**src/rtl/vending_pkg.sv**
```systemverilog
// rtl/vending_pkg.sv - shared state type and helpers for the vending controller
package vending_pkg;

    typedef enum logic [1:0] {
        IDLE     = 2'd0,
        DISPENSE = 2'd1,
        CHANGE   = 2'd2
    } vend_state_t;

    localparam int MAX_PROD    = 32;
    localparam int PRICE_VEC_W = 256;

    typedef logic [MAX_PROD-1:0]    prod_vec_t;
    typedef logic [PRICE_VEC_W-1:0] price_vec_t;

    // Two's-complement trick isolates the lowest set bit as a one-hot word.
    function automatic prod_vec_t lowest_set(input prod_vec_t v);
        return v & (~v + prod_vec_t'(1));
    endfunction

    function automatic logic [31:0] price_of(input price_vec_t prices, input int idx, input int w);
        price_vec_t  shifted;
        logic [31:0] mask;
        shifted = prices >> (idx * w);
        mask    = (32'd1 << w) - 32'd1;
        return shifted[31:0] & mask;
    endfunction

endpackage

```
**src/rtl/vend_down_counter.sv**
```systemverilog
// rtl/vend_down_counter.sv - loadable down counter that stops at zero
module vend_down_counter #(
    parameter int W = 4
) (
    input  logic         Clock,
    input  logic         Reset,
    input  logic         load,
    input  logic [W-1:0] load_val,
    input  logic         dec,
    output logic         zero
);

    logic [W-1:0] count;

    always_ff @(posedge Clock) begin
        if (Reset) begin
            count <= '0;
        end else if (load) begin
            count <= load_val;
        end else if (dec && !zero) begin
            count <= count - W'(1);
        end
    end

    assign zero = (count == '0);

endmodule

```
**src/rtl/vending_ctrl_param.sv**
```systemverilog
// rtl/vending_ctrl_param.sv - multi-product vending controller with refund and idle timeout
module vending_ctrl_param
    import vending_pkg::*;
#(
    parameter int                          CREDIT_W     = 5,
    parameter int                          MAX_CREDIT   = 16,
    parameter int                          N_PROD       = 3,
    parameter logic [N_PROD*CREDIT_W-1:0]  PRICES       = {5'd4, 5'd3, 5'd2},
    parameter int                          DISPENSE_CYC = 2,
    parameter int                          IDLE_TIMEOUT = 3
) (
    input  logic                Clock,
    input  logic                Reset,
    input  logic                Coin,
    input  logic                Req_Change,
    input  logic [N_PROD-1:0]   Select,
    output logic [CREDIT_W-1:0] Credit,
    output logic [N_PROD-1:0]   Dispense,
    output logic                Change_Out,
    output logic                Busy,
    output logic                Coin_Reject,
    output logic                Deny
);

    localparam int DW = $clog2(DISPENSE_CYC + 1);
    localparam int IW = $clog2(IDLE_TIMEOUT + 1);

    vend_state_t         state, state_n;
    logic [CREDIT_W-1:0] credit_n, sel_price;
    logic [CREDIT_W-1:0] price_tbl [N_PROD];
    logic [N_PROD-1:0]   sel_oh, dispense_n;
    logic                change_out_n, busy_n, coin_reject_n, deny_n;
    logic [IW-1:0]       idle_cnt, idle_n;
    logic                idle_expired;
    logic                dsp_load, dsp_dec, dsp_zero;
    logic                chg_load, chg_dec, chg_zero;

    for (genvar g = 0; g < N_PROD; g++) begin : g_price
        assign price_tbl[g] = CREDIT_W'(price_of(price_vec_t'(PRICES), g, CREDIT_W));
    end

    assign sel_oh = N_PROD'(lowest_set(prod_vec_t'(Select)));

    always_comb begin
        sel_price = '0;
        for (int i = 0; i < N_PROD; i++) begin
            if (sel_oh[i]) sel_price = price_tbl[i];
        end
    end

    // This cycle's quiet increment is the one that reaches IDLE_TIMEOUT.
    assign idle_expired = (Credit != '0) && (idle_cnt == IW'(IDLE_TIMEOUT - 1));

    always_comb begin
        state_n       = state;
        credit_n      = Credit;
        dispense_n    = Dispense;
        change_out_n  = Change_Out;
        coin_reject_n = 1'b0;
        deny_n        = 1'b0;
        idle_n        = '0;
        dsp_load      = 1'b0;
        dsp_dec       = 1'b0;
        chg_load      = 1'b0;
        chg_dec       = 1'b0;
        case (state)
            IDLE: begin
                if (Coin) begin
                    if (Credit < CREDIT_W'(MAX_CREDIT)) credit_n = Credit + CREDIT_W'(1);
                    else                                coin_reject_n = 1'b1;
                end else if (|Select) begin
                    if (Credit >= sel_price) begin
                        credit_n   = Credit - sel_price;
                        dispense_n = sel_oh;
                        dsp_load   = 1'b1;
                        state_n    = DISPENSE;
                    end else begin
                        deny_n = 1'b1;
                    end
                end else if (Req_Change || idle_expired) begin
                    if (Credit != '0) begin
                        chg_load     = 1'b1;
                        credit_n     = '0;
                        change_out_n = 1'b1;
                        state_n      = CHANGE;
                    end
                end else if (Credit != '0) begin
                    idle_n = idle_cnt + IW'(1);
                end
            end
            DISPENSE: begin
                coin_reject_n = Coin;
                if (dsp_zero) begin
                    dispense_n = '0;
                    state_n    = IDLE;
                end else begin
                    dsp_dec = 1'b1;
                end
            end
            CHANGE: begin
                coin_reject_n = Coin;
                if (chg_zero) begin
                    change_out_n = 1'b0;
                    state_n      = IDLE;
                end else begin
                    chg_dec = 1'b1;
                end
            end
            default: state_n = IDLE;
        endcase
        busy_n = (state_n != IDLE);
    end

    always_ff @(posedge Clock) begin
        if (Reset) begin
            state       <= IDLE;
            Credit      <= '0;
            Dispense    <= '0;
            Change_Out  <= 1'b0;
            Busy        <= 1'b0;
            Coin_Reject <= 1'b0;
            Deny        <= 1'b0;
            idle_cnt    <= '0;
        end else begin
            state       <= state_n;
            Credit      <= credit_n;
            Dispense    <= dispense_n;
            Change_Out  <= change_out_n;
            Busy        <= busy_n;
            Coin_Reject <= coin_reject_n;
            Deny        <= deny_n;
            idle_cnt    <= idle_n;
        end
    end

    // Counters hold the units remaining after the one already driven out.
    vend_down_counter #(.W(DW)) u_dsp_timer (
        .Clock    (Clock),
        .Reset    (Reset),
        .load     (dsp_load),
        .load_val (DW'(DISPENSE_CYC - 1)),
        .dec      (dsp_dec),
        .zero     (dsp_zero)
    );

    vend_down_counter #(.W(CREDIT_W)) u_chg_counter (
        .Clock    (Clock),
        .Reset    (Reset),
        .load     (chg_load),
        .load_val (Credit - CREDIT_W'(1)),
        .dec      (chg_dec),
        .zero     (chg_zero)
    );

endmodule

```
**config.mk**
```make
export PLATFORM = sky130hd
export DESIGN_NAME = vending_ctrl_param
export DESIGN_NICKNAME = d
export VERILOG_FILES = /design/src/rtl/vending_pkg.sv /design/src/rtl/vend_down_counter.sv /design/src/rtl/vending_ctrl_param.sv
export SDC_FILE = /design/constraint.sdc
export NUM_CORES = 1
export LEC_CHECK = 0
export BUFFER_PORTS_ARGS = -buffer_cell sky130_fd_sc_hd__buf_2
export CORE_MARGIN = 8
export CORE_UTILIZATION = 61
export DETAILED_ROUTE_END_ITERATION = 10
export PLACE_DENSITY = 0.83
export SYNTH_ARGS = -nofsm -noshare
export SYNTH_HDL_FRONTEND = slang
export SYNTH_SLANG_ARGS = --single-unit
```
**constraint.sdc**
```tcl
create_clock -name Clock -period 7.7 [get_ports Clock]
set_clock_uncertainty 0.15 [all_clocks]
set_input_delay 2.31 -clock Clock [delete_from_list [all_inputs] [get_ports Clock]]
set_output_delay 2.31 -clock Clock [all_outputs]
set_load 0.005 [all_outputs]
```
==> results of run 1 <==
==> power groups by stage <==
stage | combinational, mW | sequential, mW | clock, mW
4_1_cts | 0.268 | 0.186 | 0.0576
3_3_place_gp | 0.258 | 0.188 | 0
6_report | 0.268 | 0.186 | 0.0568
2_1_floorplan | 0.223 | 0.171 | 0
5_1_grt | 0.300 | 0.191 | 0.0636
3_5_place_dp | 0.266 | 0.189 | 0
==> area by class of cell <==
| cell class | count | area (µm²) | area share [%] |
|---|---|---|---|
| multi-input cells | 129 | 916 | 57.9 |
| inverters | 14 | 52.6 | 3.32 |
| clock buffers | 4 | 26.3 | 1.66 |
| well taps | 30 | 37.5 | 2.37 |
| repair buffers | 18 | 90.1 | 5.69 |
| flip-flops and latches | 23 | 460 | 29.1 |
==> logic make-up (layout without fill, tap and decap cells) <==
family	count (synthesis)	in the layout	share of synthesized area [%]
compound gates	46	46	23.1
xor+xnor	10	10	5.94
fa+ha+maj	13	13	11.5
buf+inv	22	36	6.70
flops	23	23	31.2
mux	1	1	0.763
simple gates	59	59	20.8
==> metal layers <==
metal	wire (µm)	vias up
met2	1510	30
met4	43	0
met1	1450	622
met5	0	-
li1	-	656
met3	122	6
==> through the flow <==
step / util [%] / cell area, µm² / setup WS [ps] / total power, mW
global placement: 65.2 / 1560 / 2720 / 0.446
detailed placement: 65.2 / 1560 / 2590 / 0.455
finish: 66.3 / 1580 / 2900 / 0.511
CTS: 66.3 / 1580 / 2900 / 0.511
global route: 66.3 / 1580 / 2710 / 0.555
floorplan: - / 1480 / 2890 / 0.394
==> Yosys cell counts (all sizes together) <==
| library cell | n |
|---|---|
| a211oi | 11 |
| o21bai | 1 |
| clkbuf | 5 |
| xnor2 | 6 |
| a2111oi | 1 |
| nand2 | 10 |
| o211ai | 2 |
| or3b | 1 |
| nand3b | 1 |
| nor3 | 10 |
| or4b | 1 |
| nand2b | 4 |
| o21ai | 6 |
| a32oi | 1 |
| a21oi | 12 |
| o32ai | 2 |
| nor2b | 2 |
| o22ai | 2 |
| mux2 | 1 |
| dfxtp | 23 |
| a32o | 1 |
| a311oi | 2 |
| o32a | 1 |
| ha | 12 |
| buf | 3 |
| a21boi | 1 |
| fa | 1 |
| nand3 | 4 |
| or3 | 2 |
| or2 | 3 |
| xor2 | 4 |
| nor2 | 16 |
| or4 | 2 |
| o41ai | 1 |
| nor4 | 2 |
| inv | 14 |
| a22o | 2 |
| nor4b | 1 |
==> registers in the layout (all words and copies together) (netlist names) <==
register             count
Busy                     1
Change_Out               1
Coin_Reject              1
Credit                   5
Deny                     1
Dispense                 3
idle_cnt                 2
state                    2
u_chg_counter.count      5
u_dsp_timer.count        2
==> cells in the final DEF, fill, tap and decap left out, types with 6 or more instances in the layout <==
master,netlist,layout
dfxtp_1,23,23
a21oi_1,12,12
ha_1,12,12
nand2_1,10,10
buf_2,1,18
nor2_1,16,16
xnor2_1,6,6
a211oi_1,11,11
inv_1,14,14
nor3_1,10,10
==> worst min-delay path by stage <==
stage,depth (start not counted),end,from
6_report,1,idle_cnt[0],idle_cnt[0]
5_1_grt,1,idle_cnt[0],idle_cnt[0]
4_1_cts,1,idle_cnt[0],idle_cnt[0]
3_5_place_dp,1,idle_cnt[0],idle_cnt[0]
3_3_place_gp,1,idle_cnt[0],idle_cnt[0]
2_1_floorplan,1,idle_cnt[0],idle_cnt[0]
==> key figures, run 1 <==
Power and ir drop
  • Worst VDD drop: 0.000209 V
  • Switching Share: 43.5%
  • Flop pwr share: 36.4%
  • Clock share of power: 11.1%
  • Switch Pwr: 0.222 mW
  • Internal power: 0.289 mW
  • Pleak: 0.622 nW
  • Combinational power share: 52.5%
  • Pwr/cell area: 323 nW/µm²

STA
  • Final Max Tran Viols: 0
  • Slew HR: 50.4%
  • RSZ-0062 raised after global routing: false
  • Fin crit share: 62.4%
  • Setup total negative slack: 0 ps
  • Worst-margin pin slew: 740 ps
  • Min Tclk post-route: 4800 ps
  • Fin Hold WS: 287 ps
  • Max frequency: 208 MHz
  • Final Hold Viols: 0
  • Final setup viols: 0

Clock network
  • Root buf cell: clkbuf_4
  • CTS Buffer Depth: 2
  • H-tree levels: 1
  • Sink Count: 23
  • Post-CTS Setup Bufs: 0
  • CTS tree: done
  • Num CTS Buffers: 3
  • Post-CTS Hold Buffers: 0
  • Post-cts gate resize count: 0
  • CTS clk-pin slew, worst paths: 130 ps
  • Worst-Skew Late Latency: 310 ps

GRT
  • GRT overflow: 0
  • Total track usage: 15.3%
  • Largest net degree at the start of global routing: 22
  • Met1 layer usage reported by global route: 18.3%
  • Met3 Use GR: 2.21%
  • Number of global-route vias before repair: 1307
  • Grt peak-use layer: met2
  • Met2 Usage GRT: 27.2%
  • First-pass GRT wire length: 5.43 mm
  • Antenna violations before repair: 0

Die
  • Initial Utilization: 61.8%
  • Die H: 65.2 µm
  • Core Region: 2390 µm²
  • Top Ports: 19
  • Rows: 18
  • Die W: 65.2 µm
  • DIE AREA: 4250 µm²

Worst setup path
  • Crit-path max cell delay: 590 ps
  • Worst setup path start: Coin
  • Crit path capture type: flip-flop
  • Reg2reg start: Credit[1]
  • Reg2reg setup slack: 4610 ps
  • Reg2reg path depth: 11
  • Worst path bufs/invs: 2
  • Crit-path leading delay family: simple AND/OR/NAND/NOR gates
  • Startpoint types: input port
  • CP required: 7780 ps
  • CP max stage cell: or4b_4
  • Stages on worst setup path: 10
  • Worst Path Arrival: 4890 ps
  • Critical register-to-register path endpoint: u_chg_counter.count[4]
  • Worst Setup EP: u_chg_counter.count[4]
  • Critical path fanouts, max: 13
  • Critical path class: input port to flip-flop
  • CP Cell Sequence: buf_2, or4_4, or4b_4, a21oi_1, ha_1, inv_1, or3_1, xnor2_1, nor2_1, a211oi_1

Layout
  • FILL cells: 216
  • Inserted Diodes: 0
  • Synth-to-Final Area Change: 7.29%
  • Fin cells: 218
  • Share of cells above drive strength 1: 16.0%
  • Final-stage net count: 209

Drt
  • Wire length per cell: 14.3 µm
  • Total wire length: 3.12 mm
  • Drt via density: 6.03
  • DR pass1 iterations: 4
  • DRC errors left: 0
  • Starting DRT DRC Count: 71
  • Via Count: 1314
  • ANT nets after route: 0

Placed design
  • # placed instances: 214
  • Port Buffer Count: 18
  • GPL Wtd Cong: 0.969
  • Detailed placer's ending HPWL: 2.41 mm

Logic synthesis
  • Mean Syn Cell Area: 8.48 µm²
  • Top cells by area, synth: dfxtp_1 31%, ha_1 10%, a211oi_1 5.6%
  • Yosys warnings: 0
  • Register area share after synthesis: 31.2%
  • Yosys reg bits: 23
  • Post-Syn Instances: 174
  • Post-Syn Area: 1480 µm²
  • Syn Nets: 194
  • Area leader, netlist: dfxtp_1
  • Synth cell types: 43
  • Area share of the largest cell type after synthesis: 31.2%

Outcome
  • Run status: finished clean

Worst hold path
  • Worst hold-check path type: flip-flop to flip-flop

Job
  • Max-cap violations: 0
No activity file was read; power rests on OpenSTA's default activity.
==> run 2, diff against run 1 <==
- CORE_UTILIZATION: 61 -> 51
- PLACE_DENSITY: 0.83 -> 0.75
- clock period: 7.7 -> 3.95 ns (I/O delays scaled with it)
==> run 2 against run 1 <==
- clock power is 94% higher
- hold slack worse by 4.4 ps
- critical path depth is the same
- sequential cell count unchanged
- die area grew 15%
- global-route usage shrank 2.2 points
- setup slack worse by 2500 ps
- critical path type unchanged
- critical endpoint unchanged
- highest routed layer unchanged
==> key figures, run 2 (synthesis gave the netlist of run 1 again) <==
Die
  • Initial Utilization: 53.5% (-8.3 points)
  • Rows: 19 (+1)
  • Core Region: 2760 µm² (+16%)
  • Top Ports: 19 (unchanged)
  • DIE AREA: 4870 µm² (+15%)
  • Die W: 69.8 µm (+7.1%)
  • Die H: 69.8 µm (+7.1%)

Drt
  • Drt via density: 6.00 (-0.38%)
  • Starting DRT DRC Count: 74 (+4.2%)
  • Via Count: 1327 (+0.99%)
  • Total wire length: 3.20 mm (+2.4%)
  • Wire length per cell: 14.5 µm (+1.0%)
  • DR pass1 iterations: 4 (unchanged)
  • ANT nets after route: 0 (unchanged)
  • DRC errors left: 0 (unchanged)

Power and ir drop
  • Flop pwr share: 36.1% (-0.3 points)
  • Switching Share: 43.6% (+0.080 points)
  • Switch Pwr: 0.440 mW (+98%)
  • Clock share of power: 10.9% (-0.2 points)
  • Pleak: 0.632 nW (+1.5%)
  • Pwr/cell area: 632 nW/µm² (+96%)
  • Worst VDD drop: 0.000473 V (+130%)
  • Internal power: 0.570 mW (+97%)
  • Final Power: 1.01 mW (+98%)
  • Combinational power share: 53.0% (+0.5 points)

Clock network
  • Post-CTS Setup Bufs: 0 (unchanged)
  • Sink Count: 23 (unchanged)
  • Root buf cell: clkbuf_4
  • Worst-Skew Late Latency: 310 ps (about the same)
  • Post-CTS Hold Buffers: 0 (unchanged)
  • CTS Buffer Depth: 2 (unchanged)
  • Post-cts gate resize count: 0 (unchanged)
  • CTS clk-pin slew, worst paths: 130 ps (about the same)
  • H-tree levels: 1 (unchanged)
  • CTS tree: done
  • Num CTS Buffers: 3 (unchanged)

Layout
  • Inserted Diodes: 0 (unchanged)
  • Fin util: 58.0% (-8.3 points)
  • Fin cells: 221 (+1.4%)
  • Layout Cell Area excl Fill: 1600 µm² (+1.0%)
  • FILL cells: 259 (+20%)
  • Most common library cell in the layout ignoring fill and taps: dfxtp_1
  • Final-stage net count: 211 (+0.96%)
  • Most frequent cells in the layout: 23 x dfxtp_1, 18 x buf_2, 16 x nor2_1
  • Synth-to-Final Area Change: 8.40%
  • Share of cells above drive strength 1: 16.8% (+0.88 points)
  • Largest regs: Credit: 5 flops, u_chg_counter.count: 5 flops, Dispense: 3 flops
  • Multi-input logic area: 916 µm² (unchanged)
  • Flip-flop and latch area: 460 µm² (unchanged)

GRT
  • Number of global-route vias before repair: 1300 (-0.54%)
  • Total track usage: 13.1% (-2.2 points)
  • Antenna violations before repair: 0 (unchanged)
  • Largest net degree at the start of global routing: 22 (unchanged)
  • GRT overflow: 0 (unchanged)
  • First-pass GRT wire length: 5.53 mm (+1.8%)

Worst setup path
  • Critical path class: input port to flip-flop
  • Worst Path Arrival: 3670 ps (-1220 ps)
  • Critical path fanouts, max: 11 (-2)
  • Startpoint types: input port
  • CP required: 4030 ps (-3750 ps)
  • Crit-path max cell delay: 560 ps (-30 ps)
  • CP max stage cell: or4_4
  • Crit path capture type: flip-flop
  • CP Cell Sequence: buf_2, or4_4, or4b_4, a21oi_1, ha_1, inv_1, or3_1, xnor2_1, nor2_1, a211oi_1

STA
  • Max frequency: 279 MHz
  • Final setup viols: 0 (unchanged)
  • Fin crit share: 90.8%
  • Worst-margin pin slew: 561 ps (-178 ps)
  • Setup ws final: 362 ps (-2530 ps)
  • Fin Hold WS: 282 ps (-4.35 ps)
  • Min Tclk post-route: 3590 ps
  • Final Max Tran Viols: 0 (unchanged)
  • Setup total negative slack: 0 ps (unchanged)
  • Final Hold Viols: 0 (unchanged)
  • Slew HR: 62.1% (+12 points)
  • RSZ-0062 raised after global routing: false

Placed design
  • Detailed placer's ending HPWL: 2.50 mm (+3.7%)
  • # placed instances: 217 (+1.4%)
  • GPL Wtd Cong: 0.907 (-6.4%)
  • Port Buffer Count: 18 (unchanged)
  • Pre-CTS setup slack: 31.1 ps (-2560 ps)
  • Post-place instance area: 1570 µm² (+1.0%)

Job
  • Max-cap violations: 0 (unchanged)

Outcome
  • Run status: finished clean

Worst hold path
  • Worst hold-check path type: flip-flop to flip-flop
==> run 2: cell count changes in the layout (fill, tap and decap cells not counted) <==
cell | previous run | this run
buf_4 | 0 | 2
==> run 2: final timing paths <==
path / start / endpoint / slack, ps / depth (start not counted)
min reg2reg: idle_cnt[0] / idle_cnt[0] / 280 / 1
max reg2reg: Credit[1] / u_chg_counter.count[4] / 850 / 13
min: idle_cnt[0] / idle_cnt[0] / 280 / 1
max: Coin / u_chg_counter.count[4] / 360 / 10
==> run 2: area by class of cell <==
cell class,count,area share [%]
multi-input cells,129,57.3
repair buffers,20,6.57
clock buffers,4,1.64
flip-flops and latches,23,28.8
inverters,14,3.29
well taps,31,2.43
==> run 2: power groups by stage <==
stage          combinational (mW)  clock (mW)  sequential (mW)
4_1_cts                     0.537       0.110            0.364
6_report                    0.535       0.110            0.365
3_5_place_dp                0.533           0            0.370
5_1_grt                     0.602       0.124            0.373
3_3_place_gp                0.519           0            0.366
2_1_floorplan               0.434           0            0.333
==> run 2: per-layer routing <==
metal	vias to the layer above	wire, µm	track usage, %
met5	-	0	0
met4	0	51	5.58
met3	8	173	2.43
met2	40	1540	22.1
met1	624	1430	15.6
li1	655	-	-
==> run 2: worst max-delay path, delay by kind of cell <==
| family | cells | cell delay, ps |
|---|---|---|
| fa+ha+maj | 1 | 220 |
| simple gates | 4 | 1480 |
| compound gates | 2 | 380 |
| buf+inv | 2 | 220 |
| xor+xnor | 1 | 180 |
==> run 3, diff against run 2 <==
- CELL_PAD_IN_SITES_DETAIL_PLACEMENT: unset -> 2
- CELL_PAD_IN_SITES_GLOBAL_PLACEMENT: unset -> 2
- CORE_UTILIZATION: 51 -> 31
- PLACE_DENSITY: 0.75 -> unset
- PLACE_DENSITY_LB_ADDON: unset -> 0.1
==> run 3 against run 2 <==
- core utilization fell by 22 points
- hold slack got worse by 7.5 ps
- fmax rose by 0.14%
- clock power rose by 41%
- die area rose by 48%
- first-iteration DRC count fell by 69%
- largest cell class unchanged
==> key figures, run 3 (synthesis gave the netlist of run 1 again) <==
Outcome
  • Run status: finished clean

Power and ir drop
  • Final Power: 1.07 mW (+6.4%)
  • Pleak: 0.649 nW (+2.8%)
  • Pwr/cell area: 646 nW/µm² (+2.3%)
  • Worst VDD drop: 0.000264 V (-44%)

Layout
  • Most common library cell in the layout ignoring fill and taps: dfxtp_1
  • Final-stage net count: 213 (+0.95%)
  • Largest regs: Credit: 5 flops, u_chg_counter.count: 5 flops, Dispense: 3 flops
  • Synth-to-Final Area Change: 12.6%
  • Most frequent cells in the layout: 23 x dfxtp_1, 18 x buf_2, 16 x nor2_1
  • Share of cells above drive strength 1: 17.7% (+0.87 points)
  • FILL cells: 539 (+110%)
  • Inserted Diodes: 0 (unchanged)

Clock network
  • Root buf cell: clkbuf_8
  • Num CTS Buffers: 3 (unchanged)
  • Sink Count: 23 (unchanged)
  • Post-CTS Setup Bufs: 0 (unchanged)
  • Post-CTS Hold Buffers: 0 (unchanged)
  • CTS tree: done
  • H-tree levels: 1 (unchanged)
  • Worst-Skew Late Latency: 270 ps (-40 ps)
  • CTS clk-pin slew, worst paths: 90 ps (-40 ps)
  • Post-cts gate resize count: 0 (unchanged)
  • CTS Buffer Depth: 2 (unchanged)

Die
  • Die H: 85.0 µm (+22%)
  • Top Ports: 19 (unchanged)
  • Core Region: 4660 µm² (+69%)
  • Rows: 25 (+6)
  • Initial Utilization: 31.7% (-22 points)
  • Die W: 85.0 µm (+22%)
  • DIE AREA: 7220 µm² (+48%)

STA
  • Setup total negative slack: 0 ps (unchanged)
  • Fin Hold WS: 275 ps (-7.53 ps)
  • Final setup viols: 0 (unchanged)
  • Final Max Tran Viols: 0 (unchanged)
  • Worst-margin pin slew: 592 ps (+30.7 ps)
  • RSZ-0062 raised after global routing: false
  • Setup ws final: 367 ps (+5.14 ps)
  • Final Hold Viols: 0 (unchanged)
  • Min Tclk post-route: 3580 ps (-5.14 ps)
  • Fin crit share: 90.7% (-0.13 points)
  • Slew HR: 60.0% (-2.1 points)
  • Max frequency: 279 MHz (+0.14%)

GRT
  • First-pass GRT wire length: 7.31 mm (+32%)
  • Antenna violations before repair: 0 (unchanged)
  • Total track usage: 12.4% (-0.68 points)
  • GRT overflow: 0 (unchanged)
  • Number of global-route vias before repair: 1514 (+16%)
  • Largest net degree at the start of global routing: 22 (unchanged)

Placed design
  • Port Buffer Count: 18 (unchanged)
  • Pre-CTS setup slack: 52.8 ps (+21.6 ps)
  • GPL Wtd Cong: 0.803 (-12%)
  • Detailed placer's ending HPWL: 3.39 mm (+36%)

Worst setup path
  • Reg2reg path depth: 13 (unchanged)
  • Critical path fanouts, max: 5 (-6)
  • Worst Path Arrival: 3630 ps (-40 ps)
  • Crit-path max cell delay: 540 ps (-20 ps)
  • Stages on worst setup path: 10 (unchanged)
  • CP Cell Sequence: buf_2, or4_4, or4b_4, a21oi_1, ha_1, inv_1, or3_1, xnor2_1, nor2_1, a211oi_1
  • Crit-path leading delay family: simple AND/OR/NAND/NOR gates
  • Startpoint types: input port
  • CP required: 3990 ps (-40 ps)
  • Critical path class: input port to flip-flop
  • Crit path capture type: flip-flop
  • CP max stage cell: or4_4
  • Worst path bufs/invs: 2 (unchanged)

Drt
  • DR pass1 iterations: 4 (unchanged)
  • Wire length per cell: 17.3 µm (+20%)
  • ANT nets after route: 0 (unchanged)
  • Starting DRT DRC Count: 23 (-69%)
  • Drt via density: 5.41 (-9.8%)
  • DRC errors left: 0 (unchanged)
  • Total wire length: 4.25 mm (+33%)
  • Via Count: 1332 (+0.38%)

Worst hold path
  • Worst hold path depth: 1 (unchanged)
  • Worst hold-check path type: flip-flop to flip-flop

Job
  • Max-cap violations: 0 (unchanged)
==> run 3: cell count changes in the layout (fill, tap and decap cells not counted), sizes merged <==
cell	delta
buf	+2
==> run 3: per-layer routing <==
metal	up-vias	share of wire (%)	global-route usage, %
met5	-	0	0
met1	660	47	14.5
met4	0	0.49	4.85
met2	10	51	21.7
met3	2	2.0	2.22
li1	660	-	-
==> run 3: worst register-to-register path, delay by kind of cell (launching register included) <==
family,cells,cell delay [ps]
and+or+nand+nor,5,1240
AOI/OAI and AO/OA,2,350
adders and majority gates,2,420
DFF,1,390
buffers and inverters,3,410
xor gates and xnor gates,1,150
==> run 3: power by group <==
part           internal (mW)  switching [mW]  total (mW)  leakage (nW)
Sequential             0.287          0.0851       0.372         0.187
Clock                 0.0722          0.0823       0.155        0.0228
Combinational          0.246           0.301       0.547         0.439
Total                  0.605           0.469        1.07         0.649
==> run 3: cell type report <==
| cell class | count | area [µm²] | area share (%) |
|---|---|---|---|
| flip-flops and latches | 23 | 460 | 27.7 |
| clock buffers | 4 | 45.0 | 2.71 |
| well taps | 54 | 67.6 | 4.07 |
| repair buffers | 22 | 120 | 7.23 |
| multi-input cells | 129 | 916 | 55.1 |
| inverters | 14 | 52.6 | 3.16 |
==> run 3: path summary, 6_finish.rpt <==
check                                 start                      to  slack, ps
worst min register to register  idle_cnt[0]             idle_cnt[0]        270
worst max register to register    Credit[1]  u_chg_counter.count[4]        760
worst max-delay path              Select[1]  u_chg_counter.count[4]        370
worst min-delay path            idle_cnt[0]             idle_cnt[0]        270
==> run 3: stage by stage <==
| step | cell area [µm²] | utilization, % | cells |
|---|---|---|---|
| after floorplan | 1480 | - | 174 |
| after detailed placement | 1620 | 34.7 | 242 |
| after global routing | 1660 | 35.7 | 246 |
| after global placement | 1620 | 34.7 | 242 |
| final | 1660 | 35.7 | 246 |
| after CTS | 1660 | 35.7 | 246 |
